`src/rtl/maze_navigator_pkg.sv`:
```
// maze_navigator_pkg: motor/choice codes, FSM states and tracker patterns for the maze navigator.
package maze_navigator_pkg;
    typedef enum logic [2:0] {M_STOP = 3'd0, M_FWD = 3'd1, M_LEFT = 3'd2, M_RIGHT = 3'd3, M_SPIN = 3'd4} mode_t;
    typedef enum logic [1:0] {C_L = 2'd0, C_S = 2'd1, C_R = 2'd2} choice_t;
    typedef enum logic [2:0] {S_IDLE, S_FOLLOW, S_JCONF, S_DECIDE, S_TURN, S_UTURN, S_DONE, S_FAULT} state_t;
    localparam logic [2:0] D_NONE = 3'b000;
    localparam logic [2:0] D_ALL = 3'b111;
    localparam logic [2:0] D_BAD = 3'b101;
    function automatic mode_t follow_mode(input logic [2:0] d);
        return (d == 3'b110 || d == 3'b100) ? M_LEFT :
               (d == 3'b011 || d == 3'b001) ? M_RIGHT : M_FWD;
    endfunction
endpackage

```
`src/rtl/maze_navigator_if.sv`:
```
// maze_navigator_if: sensor inputs and motor/status outputs of the navigator.
interface maze_navigator_if #(parameter int DEPTH = 16);
    localparam int DW = $clog2(DEPTH + 1);
    logic enable;
    logic [2:0] detect;
    logic obstacle;
    logic [2:0] mode;
    logic [DW-1:0] depth;
    logic backtrack;
    logic done;
    logic fault;
    modport master (output enable, detect, obstacle, input mode, depth, backtrack, done, fault);
    modport slave (input enable, detect, obstacle, output mode, depth, backtrack, done, fault);
endinterface

```
`src/rtl/maze_navigator_decision_stack.sv`:
```
// decision_stack: LIFO of junction choices with push, pop and replace-top.
module decision_stack #(
    parameter int DEPTH = 16,
    parameter int W = 2,
    localparam int DW = $clog2(DEPTH + 1),
    localparam int IW = DEPTH > 1 ? $clog2(DEPTH) : 1
) (
    input  logic clk,
    input  logic rst,
    input  logic clear,
    input  logic push,
    input  logic pop,
    input  logic replace,
    input  logic [W-1:0] din,
    output logic [W-1:0] top,
    output logic [DW-1:0] depth,
    output logic full,
    output logic empty
);
    logic [W-1:0] mem [DEPTH];
    assign full = depth == DW'(DEPTH);
    assign empty = depth == '0;
    assign top = empty ? '0 : mem[IW'(depth - 1'b1)];
    always_ff @(posedge clk) begin
        if (rst || clear) begin
            depth <= '0;
        end else if (push && !full) begin
            mem[IW'(depth)] <= din;
            depth <= depth + 1'b1;
        end else if (pop && !empty) begin
            depth <= depth - 1'b1;
        end else if (replace && !empty) begin
            mem[IW'(depth - 1'b1)] <= din;
        end
    end
    always_ff @(posedge clk) begin
        if (!rst && !clear) begin
            assert (!(push && full));
            assert (!((pop || replace) && empty));
            assert ($onehot0({push, pop, replace}));
        end
    end
endmodule

```
`src/rtl/maze_navigator.sv`:
```
// maze_navigator: left-first DFS junction controller driving the motor mode with a choice stack.
module maze_navigator
    import maze_navigator_pkg::*;
#(
    parameter int DEPTH = 16,
    parameter int SETTLE_CYC = 5_000_000,
    parameter int GOAL_CYC = 40_000_000,
    parameter int TURN_CYC = 25_000_000,
    parameter int UTURN_CYC = 60_000_000
) (
    input logic clk,
    input logic rst,
    maze_navigator_if.slave nav
);
    state_t state;
    logic [31:0] cnt;
    logic push, pop, replace, full, empty;
    logic [1:0] top, din;
    // A retreat re-enters the junction from the branch just tried, so the next option is always left.
    assign push = state == S_DECIDE && !nav.backtrack && !full;
    assign replace = state == S_DECIDE && nav.backtrack && !empty && top != C_R;
    assign pop = state == S_DECIDE && nav.backtrack && !empty && top == C_R;
    assign din = nav.backtrack ? top + 2'd1 : C_L;
    decision_stack #(.DEPTH(DEPTH), .W(2)) stack (
        .clk(clk), .rst(rst), .clear(!nav.enable),
        .push(push), .pop(pop), .replace(replace), .din(din),
        .top(top), .depth(nav.depth), .full(full), .empty(empty)
    );
    always_ff @(posedge clk) begin
        if (rst || !nav.enable) begin
            state <= S_IDLE;
            nav.mode <= M_STOP;
            nav.backtrack <= 1'b0;
            nav.done <= 1'b0;
            nav.fault <= 1'b0;
            cnt <= '0;
        end else begin
            case (state)
                S_IDLE: begin
                    state <= S_FOLLOW;
                    nav.mode <= M_STOP;
                end
                S_FOLLOW: begin
                    if (nav.obstacle || nav.detect == D_NONE) begin
                        state <= S_UTURN;
                        nav.mode <= M_SPIN;
                        nav.backtrack <= 1'b1;
                        cnt <= '0;
                    end else if (nav.detect == D_ALL) begin
                        state <= S_JCONF;
                        nav.mode <= M_FWD;
                        cnt <= 32'd1;
                    end else if (nav.detect == D_BAD) begin
                        state <= S_FAULT;
                        nav.mode <= M_STOP;
                        nav.fault <= 1'b1;
                    end else begin
                        nav.mode <= follow_mode(nav.detect);
                    end
                end
                S_JCONF: begin
                    nav.mode <= M_FWD;
                    if (nav.detect == D_ALL) begin
                        cnt <= cnt + 32'd1;
                        if (cnt >= 32'(GOAL_CYC - 1)) begin
                            state <= S_DONE;
                            nav.mode <= M_STOP;
                            nav.done <= 1'b1;
                        end
                    end else begin
                        state <= cnt >= 32'(SETTLE_CYC) ? S_DECIDE : S_FOLLOW;
                    end
                end
                S_DECIDE: begin
                    cnt <= '0;
                    if (nav.backtrack ? empty : full) begin
                        state <= S_FAULT;
                        nav.mode <= M_STOP;
                        nav.fault <= 1'b1;
                    end else begin
                        state <= S_TURN;
                        nav.mode <= M_LEFT;
                        if (nav.backtrack && top != C_R) nav.backtrack <= 1'b0;
                    end
                end
                S_TURN, S_UTURN: begin
                    if (cnt >= 32'((state == S_TURN ? TURN_CYC : UTURN_CYC) - 1)) begin
                        state <= S_FOLLOW;
                        nav.mode <= M_FWD;
                    end else begin
                        cnt <= cnt + 32'd1;
                    end
                end
                default: nav.mode <= M_STOP;
            endcase
        end
    end
endmodule

```
`src/flat_wrapper.sv`:
```
// flat-port wrapper written by rule: the top's interface ports become plain ports
module maze_navigator_flat import maze_navigator_pkg::*;
#(
    parameter int DEPTH = 16,
    parameter int SETTLE_CYC = 5_000_000,
    parameter int GOAL_CYC = 40_000_000,
    parameter int TURN_CYC = 25_000_000,
    parameter int UTURN_CYC = 60_000_000
)
  (clk, rst, nav_enable, nav_detect, nav_obstacle, nav_mode, nav_depth, nav_backtrack, nav_done, nav_fault);
  maze_navigator_if #(.DEPTH(DEPTH)) nav_i ();
  input logic clk;
  input logic rst;
  input wire logic [$bits(nav_i.enable)-1:0] nav_enable;
  input wire logic [$bits(nav_i.detect)-1:0] nav_detect;
  input wire logic [$bits(nav_i.obstacle)-1:0] nav_obstacle;
  output wire logic [$bits(nav_i.mode)-1:0] nav_mode;
  output wire logic [$bits(nav_i.depth)-1:0] nav_depth;
  output wire logic [$bits(nav_i.backtrack)-1:0] nav_backtrack;
  output wire logic [$bits(nav_i.done)-1:0] nav_done;
  output wire logic [$bits(nav_i.fault)-1:0] nav_fault;
  assign nav_i.enable = nav_enable;
  assign nav_i.detect = nav_detect;
  assign nav_i.obstacle = nav_obstacle;
  assign nav_mode = nav_i.mode;
  assign nav_depth = nav_i.depth;
  assign nav_backtrack = nav_i.backtrack;
  assign nav_done = nav_i.done;
  assign nav_fault = nav_i.fault;
  maze_navigator #(.DEPTH(DEPTH), .SETTLE_CYC(SETTLE_CYC), .GOAL_CYC(GOAL_CYC), .TURN_CYC(TURN_CYC), .UTURN_CYC(UTURN_CYC)) u_core (.clk(clk), .rst(rst), .nav(nav_i));
endmodule
```
`config.mk`:
```
export PLATFORM = sky130hd
export DESIGN_NAME = maze_navigator_flat
export DESIGN_NICKNAME = d
export VERILOG_FILES = /design/src/rtl/maze_navigator_pkg.sv /design/src/rtl/maze_navigator_if.sv /design/src/rtl/maze_navigator_decision_stack.sv /design/src/rtl/maze_navigator.sv /design/src/flat_wrapper.sv
export SDC_FILE = /design/constraint.sdc
export NUM_CORES = 1
export LEC_CHECK = 0
export BUFFER_PORTS_ARGS = -buffer_cell sky130_fd_sc_hd__buf_4
export CAP_MARGIN = 20
export CORE_ASPECT_RATIO = 1.2
export CORE_MARGIN = 3
export CORE_UTILIZATION = 50
export DETAILED_ROUTE_END_ITERATION = 8
export PLACE_DENSITY = 0.76
export SKIP_LAST_GASP = 1
export SYNTH_ARGS = -nofsm -noshare
export SYNTH_HDL_FRONTEND = slang
export SYNTH_SLANG_ARGS = --single-unit
export TNS_END_PERCENT = 100
```
`constraint.sdc`:
```
create_clock -name clk -period 4.51 [get_ports clk]
set_input_delay 0 -clock clk [delete_from_list [all_inputs] [get_ports clk]]
set_output_delay 0 -clock clk [all_outputs]
set_load 0.05 [all_outputs]
```
==> results of run 1 <==
worst max-delay path: cells and delay by family, from the launching register on:
family	cells	cell delay (ps)
AND/OR/NAND/NOR	5	1370
adder cells (fa/ha/maj)	2	620
flip-flops	1	530
AO/OA/AOI/OAI	2	370
XOR/XNOR	1	340
multiplexers	1	320
buffers and inverters	2	310
synth_stat cells, types with 4 or more instances:
library cell	number
sky130_fd_sc_hd__nor2_1	50
sky130_fd_sc_hd__and3_1	8
sky130_fd_sc_hd__o21ai_1	26
sky130_fd_sc_hd__nand2_1	27
sky130_fd_sc_hd__mux2i_1	4
sky130_fd_sc_hd__a31oi_1	9
sky130_fd_sc_hd__a211oi_1	6
sky130_fd_sc_hd__o41ai_1	9
sky130_fd_sc_hd__o31ai_1	15
sky130_fd_sc_hd__ha_1	15
sky130_fd_sc_hd__dfxtp_1	46
sky130_fd_sc_hd__nor2b_1	12
sky130_fd_sc_hd__o21ai_0	11
sky130_fd_sc_hd__and2_1	5
sky130_fd_sc_hd__nand3_1	22
sky130_fd_sc_hd__inv_1	14
sky130_fd_sc_hd__o211ai_1	7
sky130_fd_sc_hd__nor4_1	10
sky130_fd_sc_hd__edfxtp_1	32
sky130_fd_sc_hd__xnor2_1	6
sky130_fd_sc_hd__nand2b_1	6
sky130_fd_sc_hd__a21oi_1	37
sky130_fd_sc_hd__clkbuf_1	27
sky130_fd_sc_hd__nor3_1	15
sky130_fd_sc_hd__mux4_2	8
sky130_fd_sc_hd__nand4_1	10
metal layers:
metal  GRT usage  part of all wire
met2      0.3635              0.50
met1      0.2932              0.41
met4     0.09384             0.019
met5           0                 0
met3     0.03055             0.067
metrics by stage:
stage / utilization / hold slack, ps
after detailed placement: 0.5464 / 437.4
final: 0.5684 / 88.52
after CTS: 0.5671 / 64.31
after floorplan: - / 243.7
after global placement: 0.5464 / 437.2
after global routing: 0.5684 / 113.1
worst max-delay path by stage:
stage / cells after the start / start / to / slack (ps)
detailed placement: 13 / u_core.stack.depth[1]$_SDFFE_PP0P_ / u_core.stack.mem[10][0]$_DFFE_PP_ / 300
floorplan: 16 / u_core.stack.depth[0]$_SDFFE_PP0P_ / u_core.stack.mem[10][0]$_DFFE_PP_ / 90
finish: 13 / u_core.stack.depth[1]$_SDFFE_PP0P_ / u_core.stack.mem[10][1]$_DFFE_PP_ / 330
global route: 13 / u_core.stack.depth[1]$_SDFFE_PP0P_ / u_core.stack.mem[9][1]$_DFFE_PP_ / 40
global placement: 13 / u_core.stack.depth[1]$_SDFFE_PP0P_ / u_core.stack.mem[10][0]$_DFFE_PP_ / 510
CTS: 13 / u_core.stack.depth[1]$_SDFFE_PP0P_ / u_core.stack.mem[10][1]$_DFFE_PP_ / 270
final cells by class:
| cell class | count | area [um2] |
|---|---|---|
| Clock buffer | 9 | 123.9 |
| Clock inverter | 7 | 57.56 |
| Fill cell | 755 | 3776 |
| Tap cell | 117 | 146.4 |
| Timing Repair Buffer | 27 | 202.7 |
| Sequential cell | 78 | 1883 |
| Inverter | 15 | 56.30 |
| Multi-Input combinational cell | 375 | 2504 |
registers in the layout, indices dropped and copies added (netlist names):
name                  cells
u_core.cnt               32
u_core.stack.mem         32
u_core.stack.depth        5
u_core.nav.mode           3
u_core.state              3
u_core.nav.backtrack      1
u_core.nav.done           1
u_core.nav.fault          1
kinds of logic after synthesis:
kind of cell / Yosys count / synth area share
and+or+nand+nor: 187 / 0.2149
xor gates and xnor gates: 8 / 0.01700
muxes: 13 / 0.05071
AOI/OAI and AO/OA: 151 / 0.2201
DFF: 78 / 0.4123
buffers and inverters: 47 / 0.04167
adders and majority gates: 16 / 0.04331
what timing repair did:
action	4_1_cts	5_1_grt
gates resized for setup	0	1
hold endpoints to repair	0	0
buffers inserted	0	0
endpoints found under the setup margin	0	6
cell usage in the layout, fill, tap and decap left out, types with 4 or more instances in the layout:
cell	n
sky130_fd_sc_hd__o21ai_0	10
sky130_fd_sc_hd__o41ai_1	9
sky130_fd_sc_hd__a21oi_1	37
sky130_fd_sc_hd__xnor2_1	6
sky130_fd_sc_hd__a31oi_1	9
sky130_fd_sc_hd__nand4_1	10
sky130_fd_sc_hd__nor3_1	15
sky130_fd_sc_hd__nor2_1	50
sky130_fd_sc_hd__inv_1	14
sky130_fd_sc_hd__o31ai_1	15
sky130_fd_sc_hd__dfxtp_1	45
sky130_fd_sc_hd__clkbuf_8	9
sky130_fd_sc_hd__edfxtp_1	32
sky130_fd_sc_hd__buf_4	27
sky130_fd_sc_hd__nand3_1	22
sky130_fd_sc_hd__mux2i_1	4
sky130_fd_sc_hd__nand2_1	27
sky130_fd_sc_hd__and2_1	5
sky130_fd_sc_hd__nor2b_1	12
sky130_fd_sc_hd__nand2b_1	6
sky130_fd_sc_hd__mux4_2	8
sky130_fd_sc_hd__o211ai_1	7
sky130_fd_sc_hd__and3_1	8
sky130_fd_sc_hd__nor4_1	10
sky130_fd_sc_hd__a211oi_1	6
sky130_fd_sc_hd__o21ai_1	27
sky130_fd_sc_hd__ha_1	15
power by group through the flow:
stage | Combinational, mW | Clock (mW) | Sequential [mW]
2_1_floorplan | 0.0450 | 0 | 0.752
3_3_place_gp | 0.0636 | 0 | 0.752
3_5_place_dp | 0.0654 | 0 | 0.752
4_1_cts | 0.0659 | 0.498 | 0.736
5_1_grt | 0.0725 | 0.537 | 0.737
6_report | 0.0668 | 0.489 | 0.736
==> run summary, run 1 <==
## Run status
• **result of the run** finished, final reports clean

## Placement
• **HPWL after detailed placement** 7740 um
• **Post-DP Area** 4781 um2
• **GPL Wtd Cong** 0.8887
• **placed instance count** 612
• **Setup Slack @ Placement** 302.5 ps
• **number of port buffers** 17

## Setup path
• **CP arrival** 4220 ps
• **Critical Path Source Type** flip-flop
• **setup slack of the worst register-to-register path** 330 ps
• **Worst Setup Path Type** reg2reg
• **Worst EP required** 4560 ps
• **Critical Path Sink Type** flip-flop
• **FF-to-FF End** u_core.stack.mem[10][1]$_DFFE_PP_
• **maximum fanout encountered on the critical timing path** 11
• **Max stage delay on crit path** 530 ps
• **slowest cell on the critical path** sky130_fd_sc_hd__dfxtp_1
• **path depth of the worst reg2reg path** 13
• **ordered cell list for the critical path** inv_1 > ha_1 > buf_4 > mux4_2 > a211oi_1 > a211oi_1 > ha_1 > nor4b_2 > and3_1 > nand2_1 > xnor2_4 > nand3_1 > nor2_1
• **R2R Path Start** u_core.stack.depth[1]$_SDFFE_PP0P_

## Final layout
• **fraction of layout instances using a drive strength above 1** 0.1311
• **finished layout cell area** 4974 um2
• **ant diodes** 0
• **Synth-to-Final Area Change** 8.964%
• **net total in the final layout** 528
• **non-filler cells in the finished layout** 628

## GRT
• **initial antenna violation count** 0
• **pin count of the biggest net entering global routing** 26
• **aggregate global-route resource usage** 0.2225
• **wire length of the first global-routing pass** 18570 um
• **number of global-route vias before repair** 3893
• **total global routing overflow** 0

## Synth
• **combined area of all synthesized cells** 4564 um2
• **Avg Inst Size Synth** 9.129 um2
• **number of enable flip-flop cells after synthesis** 32
• **fraction of the yosys area taken by sequential cells** 0.4123
• **portion of synthesized cell area occupied by the leading cell type** 0.2105
• **Post-synth ARST share** 0
• **most area-consuming cells after synthesis** sky130_fd_sc_hd__edfxtp_1 21%, sky130_fd_sc_hd__dfxtp_1 20%, sky130_fd_sc_hd__ha_1 4.1%
• **count of unique library cells instantiated by Yosys** 66
• **library cell occupying the most area in the post-synthesis netlist** sky130_fd_sc_hd__edfxtp_1
• **count of synthesis-stage warnings from yosys** 0
• **Post-Synthesis Net Count** 522
• **Syn Inst Count** 500
• **Synth Register Bits** 78
• **commonest register cell after synthesis** sky130_fd_sc_hd__dfxtp_1

## Route
• **Initial DRT Pass Iterations** 5
• **Routed WL** 11140 um
• **routed vias/inst** 6.492
• **post-detailed-route wirelength per cell** 17.75 um
• **Remaining DRCs** 0
• **total via count in the routed design** 4077
• **detailed router's first-iteration violation count** 326
• **antenna violation net count after detailed routing** 0

## STA
• **Least-Margin Pin Slew** 1025 ps
• **number of pins exceeding their max-slew limit in the final report** 0
• **Worst Clk Skew** 9.772 ps
• **Final TNS setup** 0 ps
• **fin crit share** 0.9259
• **setup repair after global routing missed its margin** false
• **headroom to the max-slew limit** 0.3155
• **fin crit period** 4176 ps
• **setup violation total in the final timing report** 0
• **Hold Vio Cnt, Final** 0
• **worst setup slack after layout** 334.1 ps
• **Max Freq** 239.5 MHz

## Power and ir drop
• **power dissipated by switching net loads** 330.8 uW
• **internal cell power** 960.8 uW
• **leakage power total** 1.696 nW
• **power consumption** 1.292 mW
• **Comb pwr share** 0.052
• **switch share** 0.2561
• **IR drop worst, VDD** 0.0001263 V
• **power per standard cell area** 259.7 nW/um2
• **Clock Power Share** 0.379
• **Seq pwr share** 0.570

## Clocking
• **number of hold buffers added after CTS** 0
• **clock slew seen by the registers of the worst setup and hold paths** 80 ps
• **TritonCTS clock tree** built
• **master cell of the clock root buffer** sky130_fd_sc_hd__clkbuf_8
• **insertion delay to the later sink of the worst-skew pair** 360 ps
• **number of clock buffers inserted by TritonCTS** 9
• **CTS H-tree depth** 3
• **maximum number of buffers from clock root to sink** 2
• **Clock Sink Count** 78

## Die
• **horizontal die dimension** 93.22 um
• **Starting Density** 0.5217
• **Site Rows** 37
• **top-level I/O count** 18
• **Die H** 110.7 um
• **core region area** 8750 um2
• **Die Outline Area** 10320 um2

## Min path
• **source of the worst hold timing path** nav_detect[1]
• **Worst Hold Depth** 4
• **Min-Delay Path Class** in2reg
• **Min-Delay Endpoint** u_core.nav.fault$_SDFFE_PP0P_

## Run
• **number of max-capacitance violations reported** 0

No activity file was read; power rests on OpenSTA's default activity.
==> inputs of run 2 (changes only) <==
Settings changed: CORE_UTILIZATION 50 to 30, PLACE_DENSITY 0.76 to 0.53.
==> run 2 against run 1 <==
Net effect:
- die area up 62%
- fmax up 1.9%
- via count down 3.5%
- first-iteration DRC count up 49%
- clock power up 40%
- global-route usage down 7.9 points
- wire length up 5.0%
- highest routed layer unchanged
- cell count up 14%
- critical path type unchanged
- sequential share of layout area down 1.7 points
- setup slack better by 79 ps
- register-to-register slack better by 80 ps
- sequential power about the same
==> run summary, run 2 (synthesis results as in run 1) <==
## Run status
• **result of the run** finished, final reports clean

## Final layout
• **Synth-to-Final Area Change** 13.98%
• **net total in the final layout** 531
• **ant diodes** 0
• **non-filler cells in the finished layout** 714
• **registers with the most flip-flops** u_core.cnt (32), u_core.stack.mem (32), u_core.stack.depth (5)
• **fraction of layout instances using a drive strength above 1** 0.1362
• **commonest non-fill, non-tap cells in the layout** 50 x sky130_fd_sc_hd__nor2_1, 45 x sky130_fd_sc_hd__dfxtp_1, 37 x sky130_fd_sc_hd__a21oi_1, 32 x sky130_fd_sc_hd__edfxtp_1, 30 x sky130_fd_sc_hd__buf_4
• **most common cell after layout, fill and taps aside** sky130_fd_sc_hd__nor2_1

## Placement
• **placed instance count** 697
• **GPL Wtd Cong** 0.8014
• **HPWL after detailed placement** 8315 um
• **number of port buffers** 17

## Clocking
• **CTS H-tree depth** 3
• **Clock Sink Count** 78
• **clock slew seen by the registers of the worst setup and hold paths** 60 ps
• **maximum number of buffers from clock root to sink** 2
• **TritonCTS clock tree** built
• **master cell of the clock root buffer** sky130_fd_sc_hd__clkbuf_16
• **insertion delay to the later sink of the worst-skew pair** 330 ps
• **number of clock buffers inserted by TritonCTS** 9

## Route
• **Remaining DRCs** 0
• **Routed WL** 11700 um
• **Initial DRT Pass Iterations** 5
• **total via count in the routed design** 3933
• **post-detailed-route wirelength per cell** 16.38 um
• **detailed router's first-iteration violation count** 485
• **routed vias/inst** 5.508
• **antenna violation net count after detailed routing** 0

## STA
• **headroom to the max-slew limit** 0.3499
• **setup violation total in the final timing report** 0
• **Max Freq** 244.1 MHz
• **Hold Vio Cnt, Final** 0
• **fin crit share** 0.9083
• **setup repair after global routing missed its margin** false
• **Worst Clk Skew** 10.72 ps
• **number of pins exceeding their max-slew limit in the final report** 0
• **Least-Margin Pin Slew** 961.7 ps
• **Final TNS setup** 0 ps
• **fin crit period** 4097 ps

## GRT
• **wire length of the first global-routing pass** 19560 um
• **initial antenna violation count** 0
• **total global routing overflow** 0
• **pin count of the biggest net entering global routing** 26
• **number of global-route vias before repair** 3781
• **aggregate global-route resource usage** 0.1434

## Min path
• **Min-Delay Path Class** in2reg

## Setup path
• **maximum fanout encountered on the critical timing path** 10
• **Critical Path Sink Type** flip-flop
• **Worst EP required** 4530 ps
• **CP arrival** 4120 ps
• **Worst Setup Path Type** reg2reg
• **Critical Path Source Type** flip-flop

## Power and ir drop
• **Clock Power Share** 0.461
• **IR drop worst, VDD** 0.0001718 V
• **power dissipated by switching net loads** 356.9 uW
• **switch share** 0.2396
• **Comb pwr share** 0.045
• **internal cell power** 1.133 mW
• **power consumption** 1.490 mW
• **leakage power total** 1.754 nW
• **Seq pwr share** 0.495
• **power per standard cell area** 286.3 nW/um2

## Die
• **top-level I/O count** 18
• **Die Outline Area** 16740 um2
• **Starting Density** 0.3115
• **core region area** 14650 um2
• **Site Rows** 48
• **horizontal die dimension** 118.6 um
• **Die H** 141.1 um

## Run
• **number of max-capacitance violations reported** 0

[run 2: changes by cell type in the layout (fill, tap and decap cells not counted), moves of 3 or more]
cell / previous run / this run
sky130_fd_sc_hd__clkbuf_8: 9 / 0
sky130_fd_sc_hd__clkbuf_16: 0 / 9
sky130_fd_sc_hd__buf_4: 27 / 30
sky130_fd_sc_hd__clkinv_4: 1 / 4
[run 2: worst max-delay path, cell delays in order (launching register included)]
cell and delay [ps]:
sky130_fd_sc_hd__dfxtp_1 530, sky130_fd_sc_hd__inv_1 110, sky130_fd_sc_hd__ha_1 370, sky130_fd_sc_hd__buf_4 220
sky130_fd_sc_hd__mux4_2 320, sky130_fd_sc_hd__a211oi_1 250, sky130_fd_sc_hd__a211oi_1 80, sky130_fd_sc_hd__ha_1 230
sky130_fd_sc_hd__nor4b_2 410, sky130_fd_sc_hd__and3_1 310, sky130_fd_sc_hd__nand2_1 160, sky130_fd_sc_hd__xnor2_4 340
sky130_fd_sc_hd__nand3_1 200, sky130_fd_sc_hd__nor2_1 220
[run 2: per-stage QoR]
| stage | utilization | hold WS, ps | cell area [um2] | setup WS [ps] |
|---|---|---|---|---|
| floorplan | - | 243.7 | 4569 | 86.46 |
| global placement | 0.3344 | 436.7 | 4900 | 447.8 |
| detailed placement | 0.3344 | 437.7 | 4900 | 325.6 |
| CTS | 0.3537 | 98.80 | 5184 | 293.9 |
| global route | 0.3550 | 133.9 | 5202 | 48.82 |
| finish | 0.3550 | 111.7 | 5202 | 413.3 |
[run 2: cell type report]
class	count	area, um2
Fill cell	1553	9452
Multi-Input combinational cell	375	2504
Sequential cell	78	1883
Tap cell	200	250.2
Clock buffer	9	225.2
Timing Repair Buffer	30	225.2
Clock inverter	7	58.81
Inverter	15	56.30
[run 2: power groups by stage]
stage,combinational [mW],clock [mW],sequential [mW]
after floorplan,0.0450,0,0.752
after global placement,0.0661,0,0.752
after detailed placement,0.0669,0,0.752
after CTS,0.0674,0.702,0.736
after global routing,0.0743,0.736,0.737
final,0.0668,0.686,0.737
[run 2: worst paths after layout]
path                                       from                          endpoint  slack [ps]  depth (start not counted)
max          u_core.stack.depth[1]$_SDFFE_PP0P_  u_core.stack.mem[9][1]$_DFFE_PP_         410                         13
min reg2reg     u_core.nav.mode[2]$_SDFFE_PP0P_   u_core.nav.mode[2]$_SDFFE_PP0P_         460                          2
max reg2reg  u_core.stack.depth[1]$_SDFFE_PP0P_  u_core.stack.mem[9][1]$_DFFE_PP_         410                         13
min                               nav_detect[1]     u_core.nav.fault$_SDFFE_PP0P_         110                          4
[run 2: metal layers]
layer / vias to the layer above / part of all wire / global-route usage
li1: 1929 / - / -
met1: 1908 / 0.47 / 0.1943
met2: 83 / 0.48 / 0.2320
met3: 13 / 0.040 / 0.02809
met4: 0 / 0.012 / 0.04393
met5: - / 0 / 0
[run 2: timing repair]
action,CTS,global route
hold buffers,0,0
buffers inserted,0,1
gates resized for setup,0,1
setup endpoints to repair,0,16
==> inputs of run 3 (changes only) <==
Settings changed: SKIP_CTS_REPAIR_TIMING from default to 1, SLEW_MARGIN from default to 5, SYNTH_HIERARCHICAL from default to 1.
==> run 3 against run 2 <==
Net effect:
- first-iteration DRC count shrank 42%
- clock power fell by 6.0%
- core utilization decreased by 0.87 points
- clock-buffer cell count is 2 higher
- clock skew is 4.5 ps lower
- critical path type unchanged
- highest routed layer unchanged
==> run summary, run 3 <==
## Setup path
• **R2R Path Start** u_core/stack/depth[1]$_SDFFE_PP0P_
• **Max stage delay on crit path** 440 ps
• **maximum fanout encountered on the critical timing path** 8
• **launch point of the critical path** u_core/stack/depth[1]$_SDFFE_PP0P_
• **Worst Setup Path Type** reg2reg
• **Critical Path Sink Type** flip-flop
• **setup slack of the worst register-to-register path** 270 ps
• **slowest cell on the critical path** sky130_fd_sc_hd__dfxtp_1
• **Worst EP required** 4520 ps
• **Critical Path Source Type** flip-flop
• **ordered cell list for the critical path** inv_1 > ha_1 > xor2_4 > mux2_2 > a211oi_1 > a21oi_1 > ha_1 > and2_1 > mux2i_2 > a31oi_4 > nor3_4 > mux2_2 > nor3_1
• **CP arrival** 4250 ps

## Final layout
• **fraction of layout instances using a drive strength above 1** 0.1495
• **net total in the final layout** 551
• **commonest non-fill, non-tap cells in the layout** 46 x sky130_fd_sc_hd__dfxtp_1, 44 x sky130_fd_sc_hd__nor2_1, 41 x sky130_fd_sc_hd__nand2_1, 34 x sky130_fd_sc_hd__a21oi_1, 32 x sky130_fd_sc_hd__edfxtp_1
• **non-filler cells in the finished layout** 743
• **registers with the most flip-flops** u_core/cnt (32), u_core/stack/mem (32), u_core/stack/depth (5)
• **finished layout cell area** 5482 um2
• **most common cell after layout, fill and taps aside** sky130_fd_sc_hd__dfxtp_1
• **ant diodes** 0
• **Synth-to-Final Area Change** 11.16%
• **FILL cells** 1600

## STA
• **number of pins exceeding their max-slew limit in the final report** 0
• **setup violation total in the final timing report** 0
• **Least-Margin Pin Slew** 811.7 ps
• **fin crit share** 0.9410
• **Max Freq** 235.6 MHz
• **Worst Clk Skew** 6.236 ps
• **headroom to the max-slew limit** 0.4569
• **Final TNS setup** 0 ps
• **setup repair after global routing missed its margin** false
• **fin crit period** 4244 ps
• **Hold Vio Cnt, Final** 0

## Power and ir drop
• **Seq pwr share** 0.501
• **switch share** 0.2310
• **power dissipated by switching net loads** 339.3 uW
• **internal cell power** 1.129 mW
• **power per standard cell area** 267.9 nW/um2
• **leakage power total** 1.846 nW
• **Comb pwr share** 0.060
• **IR drop worst, VDD** 0.0001620 V
• **Clock Power Share** 0.439

## Synth
• **number of enable flip-flop cells after synthesis** 32
• **ranking of synthesized cells by instance count** 46 x sky130_fd_sc_hd__dfxtp_1, 44 x sky130_fd_sc_hd__nor2_1, 41 x sky130_fd_sc_hd__nand2_1
• **commonest register cell after synthesis** sky130_fd_sc_hd__dfxtp_1
• **portion of synthesized cell area occupied by the leading cell type** 0.1949
• **Post-synth ARST share** 0
• **combined area of all synthesized cells** 4931 um2
• **most area-consuming cells after synthesis** sky130_fd_sc_hd__edfxtp_1 19%, sky130_fd_sc_hd__dfxtp_1 19%, sky130_fd_sc_hd__ha_1 3.6%
• **count of unique library cells instantiated by Yosys** 71
• **Synth Register Bits** 78
• **most frequently used cell type in the post-synthesis netlist** sky130_fd_sc_hd__dfxtp_1
• **Avg Inst Size Synth** 9.339 um2
• **Syn Inst Count** 528
• **library cell occupying the most area in the post-synthesis netlist** sky130_fd_sc_hd__edfxtp_1
• **fraction of the yosys area taken by sequential cells** 0.3816
• **Post-Synthesis Net Count** 549
• **count of synthesis-stage warnings from yosys** 6

## Placement
• **number of port buffers** 17
• **GPL Wtd Cong** 0.8126
• **placed instance count** 726
• **Post-DP Area** 5192 um2
• **HPWL after detailed placement** 8735 um

## Route
• **post-detailed-route wirelength per cell** 16.90 um
• **Initial DRT Pass Iterations** 5
• **Routed WL** 12560 um
• **total via count in the routed design** 4184
• **Remaining DRCs** 0
• **routed vias/inst** 5.631
• **detailed router's first-iteration violation count** 279
• **antenna violation net count after detailed routing** 0

## Die
• **horizontal die dimension** 123.0 um
• **Die H** 146.4 um
• **Starting Density** 0.3115
• **Die Outline Area** 18020 um2
• **top-level I/O count** 18
• **Site Rows** 50
• **core region area** 15830 um2

## GRT
• **number of global-route vias before repair** 3980
• **aggregate global-route resource usage** 0.1436
• **total global routing overflow** 0
• **initial antenna violation count** 0
• **pin count of the biggest net entering global routing** 37
• **wire length of the first global-routing pass** 20660 um

## Clocking
• **master cell of the clock root buffer** sky130_fd_sc_hd__clkbuf_16
• **TritonCTS clock tree** built
• **Clock Sink Count** 78
• **clock slew seen by the registers of the worst setup and hold paths** 60 ps
• **maximum number of buffers from clock root to sink** 2
• **CTS H-tree depth** 3
• **insertion delay to the later sink of the worst-skew pair** 340 ps
• **number of clock buffers inserted by TritonCTS** 9

## Run status
• **result of the run** finished, final reports clean

## Min path
• **source of the worst hold timing path** nav_detect[2]
• **Min-Delay Path Class** in2reg

## Run
• **number of max-capacitance violations reported** 0

==> run 3: changes by cell type after synthesis, moves of 5 or more <==
| cell | before | now |
|---|---|---|
| sky130_fd_sc_hd__o21ai_0 | 11 | 20 |
| sky130_fd_sc_hd__nor3_1 | 15 | 27 |
| sky130_fd_sc_hd__mux2i_1 | 4 | 9 |
| sky130_fd_sc_hd__o21ai_1 | 26 | 0 |
| sky130_fd_sc_hd__nor3b_1 | 2 | 7 |
| sky130_fd_sc_hd__nand3_1 | 22 | 17 |
| sky130_fd_sc_hd__a311oi_1 | 3 | 18 |
| sky130_fd_sc_hd__o41ai_1 | 9 | 0 |
| sky130_fd_sc_hd__o31ai_1 | 15 | 1 |
| sky130_fd_sc_hd__nand2_1 | 27 | 41 |
| sky130_fd_sc_hd__nor4_1 | 10 | 4 |
| sky130_fd_sc_hd__nor2b_1 | 12 | 6 |
| sky130_fd_sc_hd__buf_6 | 0 | 8 |
| sky130_fd_sc_hd__nor2_1 | 50 | 44 |
==> run 3: final timing paths <==
path	cells past startpoint	endpoint
max reg2reg	13	u_core/stack/mem[2][1]$_DFFE_PP_
min	4	u_core/nav.mode[0]$_SDFFE_PP0P_
min reg2reg	2	u_core/nav.fault$_SDFFE_PP0P_
max	13	u_core/stack/mem[2][1]$_DFFE_PP_
==> run 3: layout make-up <==
class                   count  area [um2]  share of cell area
well taps                 208       260.3             0.04748
clock inverters             5       27.53            0.005022
clock buffers              11       232.7             0.04246
inverters                  17       63.81             0.01164
multi-input cells         397        2813              0.5131
repair buffers             27       202.7             0.03698
flip-flops and latches     78        1882              0.3433
==> run 3: power groups by stage <==
stage | Sequential, mW | Combinational, mW | Clock [mW]
after floorplan | 0.753 | 0.0635 | 0
after global placement | 0.751 | 0.0864 | 0
after detailed placement | 0.751 | 0.0869 | 0
after CTS | 0.736 | 0.0870 | 0.664
after global routing | 0.736 | 0.0956 | 0.697
final | 0.736 | 0.0877 | 0.645
==> run 3: metal layers <==
layer,track usage,part of all wire,vias to the layer above
met5,0,0,-
met4,0.05319,0.014,0
met3,0.02325,0.037,12
met2,0.2306,0.49,100
met1,0.1933,0.46,2063
li1,-,-,2009
==> run 3: cells by family after synthesis <==
group / share of synthesized area
compound gates: 0.2050
mux: 0.06572
flops: 0.3816
xor+xnor: 0.01903
fa+ha+maj: 0.03552
simple gates: 0.2393
buf+inv: 0.05379
==> run 3: through the flow <==
step	util	hold slack (ps)	setup WS (ps)	power, mW
6_report	0.3463	62.32	266.3	1.469
5_1_grt	0.3463	72.46	1.114	1.528
4_1_cts	0.3445	46.16	201.6	1.487
3_5_place_dp	0.3281	396.1	241.9	0.8380
3_3_place_gp	0.3281	395.6	310.0	0.8374
2_1_floorplan	-	210.2	10.09	0.8162
==> run 3: worst max-delay path: cells and delay by family, from the launching register on <==
kind / cells / cell delay (ps)
multiplexers: 3 / 1030
AND/OR/NAND/NOR: 3 / 810
buffers and inverters: 1 / 120
adder cells (fa/ha/maj): 2 / 500
flip-flops: 1 / 440
XOR/XNOR: 1 / 300
AO/OA/AOI/OAI: 3 / 720
